--- config.mk ---
export PLATFORM = sky130hd
export DESIGN_NAME = fifo_uart_tx
export DESIGN_NICKNAME = d
export VERILOG_FILES = /design/src/rtl/fifo_uart_tx.sv
export SDC_FILE = /design/constraint.sdc
export NUM_CORES = 1
export LEC_CHECK = 0
export ABC_AREA = 1
export CAP_MARGIN = 10
export CORE_UTILIZATION = 46
export DETAILED_ROUTE_END_ITERATION = 8
export GPL_TIMING_DRIVEN = 0
export HOLD_SLACK_MARGIN = 0.1
export PLACE_DENSITY_LB_ADDON = 0.3
export RECOVER_POWER = 100
export SETUP_SLACK_MARGIN = 0.05
export SYNTH_ARGS = -nofsm -noshare
export SYNTH_HDL_FRONTEND = slang
export SYNTH_SLANG_ARGS = --single-unit
--- constraint.sdc ---
create_clock -name CLK -period 1.41 [get_ports CLK]
set_clock_uncertainty 0.15 [all_clocks]
set_input_delay 0.2115 -clock CLK [delete_from_list [all_inputs] [get_ports CLK]]
set_output_delay 0.2115 -clock CLK [all_outputs]
set_load 0.005 [all_outputs]
--- src/rtl/fifo_uart_tx.sv ---
// ============================================================================
// fifo_uart_tx: pops FIFO words and serializes each as start/data/parity/stop.
// Rev 1.0
// ============================================================================
`default_nettype none

module fifo_uart_tx #(
  parameter int DATA_WIDTH = 8
) (
  input  logic                  CLK,
  input  logic                  RST,
  input  logic                  TX_EN,
  input  logic                  PAR_EN,
  input  logic                  PAR_TYP,
  input  logic                  FIFO_EMPTY,
  input  logic [DATA_WIDTH-1:0] FIFO_RD_DATA,
  output logic                  FIFO_R_INC,
  output logic                  TX_OUT,
  output logic                  BUSY
);

  localparam int CNT_W = (DATA_WIDTH > 1) ? $clog2(DATA_WIDTH) : 1;
  localparam logic [CNT_W-1:0] CNT_LAST = CNT_W'(DATA_WIDTH - 1);

  typedef enum logic [2:0] {
    S_IDLE   = 3'd0,
    S_START  = 3'd1,
    S_DATA   = 3'd2,
    S_PARITY = 3'd3,
    S_STOP   = 3'd4
  } state_t;

  state_t                state;
  state_t                state_nxt;
  logic [CNT_W-1:0]      cnt;
  logic [CNT_W-1:0]      cnt_nxt;
  logic [DATA_WIDTH-1:0] shreg;
  logic                  par_bit;
  logic                  par_en_lat;
  logic                  tx_q;
  logic                  tx_nxt;
  logic                  pop;

  always_ff @(posedge CLK or negedge RST) begin
    if (!RST) begin
      state <= S_IDLE;
      cnt   <= '0;
      tx_q  <= 1'b1;
    end else begin
      state <= state_nxt;
      cnt   <= cnt_nxt;
      tx_q  <= tx_nxt;
    end
  end

  // Popping is only legal between frames; gating with RST keeps the strobe low in reset.
  always_comb begin
    pop       = RST & TX_EN & ~FIFO_EMPTY & ((state == S_IDLE) | (state == S_STOP));
    state_nxt = state;
    cnt_nxt   = cnt;
    case (state)
      S_IDLE:   if (pop) state_nxt = S_START;
      S_START: begin
        state_nxt = S_DATA;
        cnt_nxt   = '0;
      end
      S_DATA: begin
        if (cnt == CNT_LAST) begin
          state_nxt = par_en_lat ? S_PARITY : S_STOP;
        end else begin
          cnt_nxt = cnt + 1'b1;
        end
      end
      S_PARITY: state_nxt = S_STOP;
      S_STOP:   state_nxt = pop ? S_START : S_IDLE;
      default:  state_nxt = S_IDLE;
    endcase

    // TX_OUT is registered, so it is derived from the state being entered.
    tx_nxt = 1'b1;
    case (state_nxt)
      S_START:  tx_nxt = 1'b0;
      S_DATA:   tx_nxt = shreg[cnt_nxt];
      S_PARITY: tx_nxt = par_bit;
      default:  tx_nxt = 1'b1;
    endcase
  end

  always_ff @(posedge CLK or negedge RST) begin
    if (!RST) begin
      shreg      <= '0;
      par_bit    <= 1'b0;
      par_en_lat <= 1'b0;
    end else if (pop) begin
      shreg      <= FIFO_RD_DATA;
      par_bit    <= (^FIFO_RD_DATA) ^ PAR_TYP;
      par_en_lat <= PAR_EN;
    end
  end

  assign FIFO_R_INC = pop;
  assign TX_OUT     = tx_q;
  assign BUSY       = (state != S_IDLE);

endmodule

`default_nettype wire
==> qor.csv <==
metric,value,unit
"slowest stage delay, CP",0.43,ns
Iter 0 DRT Violations,12,
fmax,0.602,GHz
Initial Util,49.4,%
clock sink total,17,
Synth Warn #,0,
core area,1960,um2
min cycle time layout,1.66,ns
multi-input combinational cell area,651,um2
CP arrival,1.30,ns
fin worst setup slack,-0.251,ns
share of cells above drive strength 1,46.3,%
clock share of power,8.5,%
PortBufs,16,
grt ovf,0,
fillers,142,
CP Launch Point,state[1],
Placed Area,1170,um2
Flop pwr share,27.9,%
post-synthesis adder-cell area fraction,1.29,%
Worst R2R End,TX_OUT,
Worst-Margin Slew,0.845,ns
GRT Resource Usage Total,22.7,%
placed cells,165,
Slew headroom,43.6,%
switching share of power,45.5,%
Synth async-reset ratio,100,%
"commonest non-fill, non-tap cell in the layout",nand2_1,
DP Worst Slack,-1.32,ns
Worst-Skew Late Latency,0.29,ns
Antenna Nets Post-Route,0,
Worst Path Required,1.05,ns
number of flops mapped to enable cells by yosys,0,
Final Cell Area,1540,um2
Mean Syn Cell Area,7.94,um2
Chip Height,47.9,um
pin count of the biggest net entering global routing,17,
clk slew on worst S/H paths,0.10,ns
simple-gate share of the synthesized area,35.5,%
vias in the first global route,899,
Netlist cell types,23,
Mapped Nets,137,
most frequent cells in the layout,"nand2_1 (20), nand2_2 (16), dfrtp_1 (16), inv_1 (13)",
DRC violations left,0,
NetSw,0.00142,W
Clock Tree Root,clkbuf_4,
"Setup violations, final",9,
FF-to-FF setup slack,-0.24,ns
multiplexer share of the synthesized area,0,%
# diodes,0,
xor and xnor area share after synthesis,6.33,%
WS Path Type,flip-flop to output port,
Routed WL,2.81,mm
die area,2290,um2
slowest cell on the critical path,dfrtp_1,
crit-path cells,"nor2_2, and3_4, buf_6, buf_6",
via count,931,
Horiz. Die Dim,47.9,um
worst vdd ir,1230,uV
FP Rows,16,
main combinational cell family by area after synthesis,simple AND/OR/NAND/NOR gates,
cell with the most instances on the worst path,buf_6,
"Seq/Total Area, Yosys",44.1,%
final period utilization,118,%
Vias/cell,4.98,
RePlAce Congestion,0.756,
CTS tree,yes,
CP endpoint kind,output port,
Netlist Area Pre-Place,968,um2
Worst Hold Class,input port to async pin,
TritonCTS buffer count,3,
I/O pins,17,
final hold vios,0,
drt pass-1 iters,6,
complex-gate fraction of the synthesized area,4.91,%
max-cap viol count,0,
failing checks,setup timing,
clock tree buffer depth,2,
first-pass GRT wire length,3.57,mm
register area,427,um2
Final nets,176,
DP HPWL,1.51,mm
P_leak,0.736,nW
fin. max-slew vios,0,
area grow syn2layout,59.0,%
Post-Synthesis Cells,122,
initial antenna violation count,0,
crit path max fanout,3,
status,"complete, but fails checks",
wire per inst,15.0,um
final std cells w/o fill,187,
"Top FF cell, synth",dfrtp_1,
# H-tree levels,1,
Combinational Power Share,63.6,%
RSZ-0062 raised after global routing,true,
Pint,0.00170,W
reg2reg start,state[0],
startpoint types,flip-flop,
register bit count reported by yosys,17,
power density cells,2030,nW/um2
reg2reg path depth,10,
## Yosys cell counts, types with 2 or more instances
master    number  area [um2]
nand2_1       36         135
dfrtp_1       16         400
inv_1         16        60.1
nand3_1       12        60.1
nand2_2        5        31.3
o21ai_0        5        25.0
nand3b_1       4        30.0
nor2_1         4        15.0
xnor2_1        4        35.0
nand3_2        3        30.0
xor2_1         3        26.3
buf_2          2        10.0
nor2_2         2        12.5
## metal layers
| layer | global-route usage (%) | vias up | wire length [um] |
|---|---|---|---|
| met5 | 0 | - | 0 |
| met4 | 11.1 | 0 | 51 |
| met3 | 3.02 | 6 | 76 |
| met2 | 44.6 | 30 | 1610 |
| met1 | 23.1 | 435 | 1070 |
| li1 | - | 460 | - |
## power groups by stage
| stage | combinational [W] | clock [W] | sequential, W |
|---|---|---|---|
| finish | 0.00199 | 0.000265 | 0.000872 |
| detailed placement | 0.00113 | 0 | 0.000850 |
| global placement | 0.00108 | 0 | 0.000838 |
| floorplan | 0.000845 | 0 | 0.000818 |
| global route | 0.00215 | 0.000301 | 0.000888 |
| CTS | 0.00141 | 0.000263 | 0.000834 |
## critical path, delay by kind of cell, from the launching register on
family	cells	cell delay (ns)
buffers and inverters	2	0.19
and+or+nand+nor	2	0.38
DFF	1	0.43
## logic make-up (layout without fill, tap and decap cells)
kind of cell	count (synthesis)	in the layout
simple gates	70	70
flops	17	17
xor+xnor	7	7
fa+ha+maj	1	1
compound gates	8	8
buf+inv	19	57
## final cells by class
| class | instances | area share, % |
|---|---|---|
| buffer | 1 | 0.731 |
| clock buffer | 4 | 1.71 |
| inverter | 17 | 4.79 |
| multi-input combinational | 86 | 42.2 |
| sequential | 17 | 27.7 |
| tap | 27 | 2.19 |
| timing repair buffer | 35 | 20.6 |
## how the worst max path moves through the flow
stage / to / slack, ns / cells after the start
5_1_grt: TX_OUT / -0.31 / 9
3_5_place_dp: FIFO_R_INC / -1.32 / 5
6_report: FIFO_R_INC / -0.25 / 4
3_3_place_gp: FIFO_R_INC / -1.29 / 5
2_1_floorplan: TX_OUT / -0.11 / 9
4_1_cts: FIFO_R_INC / -0.23 / 5
## sequential cells by signal, indices dropped and copies added, names as in the netlist
name	flops
TX_OUT	1
cnt	3
par_bit	1
par_en_lat	1
shreg	8
state	3
## through the flow
stage	power (W)	hold WS [ns]	setup TNS [ns]	utilization, %
after detailed placement	0.00198	0.304	-11.14	59.5
after floorplan	0.00166	-0.234	-0.113	-
final	0.00313	0.148	-0.970	78.5
after global routing	0.00333	0.162	-1.39	78.5
after CTS	0.00250	0.152	-0.437	68.2
after global placement	0.00191	0.302	-10.53	59.5
## repair_timing
action                                 4_1_cts  5_1_grt
hold buffers                                 2        0
buffers inserted                             8        9
setup endpoints to repair                   18       34
pin swaps                                   14       18
cloned                                       0        1
gates resized for setup                     35       49
endpoints found under the hold margin       16        0
(Power assumes the default switching activity.)
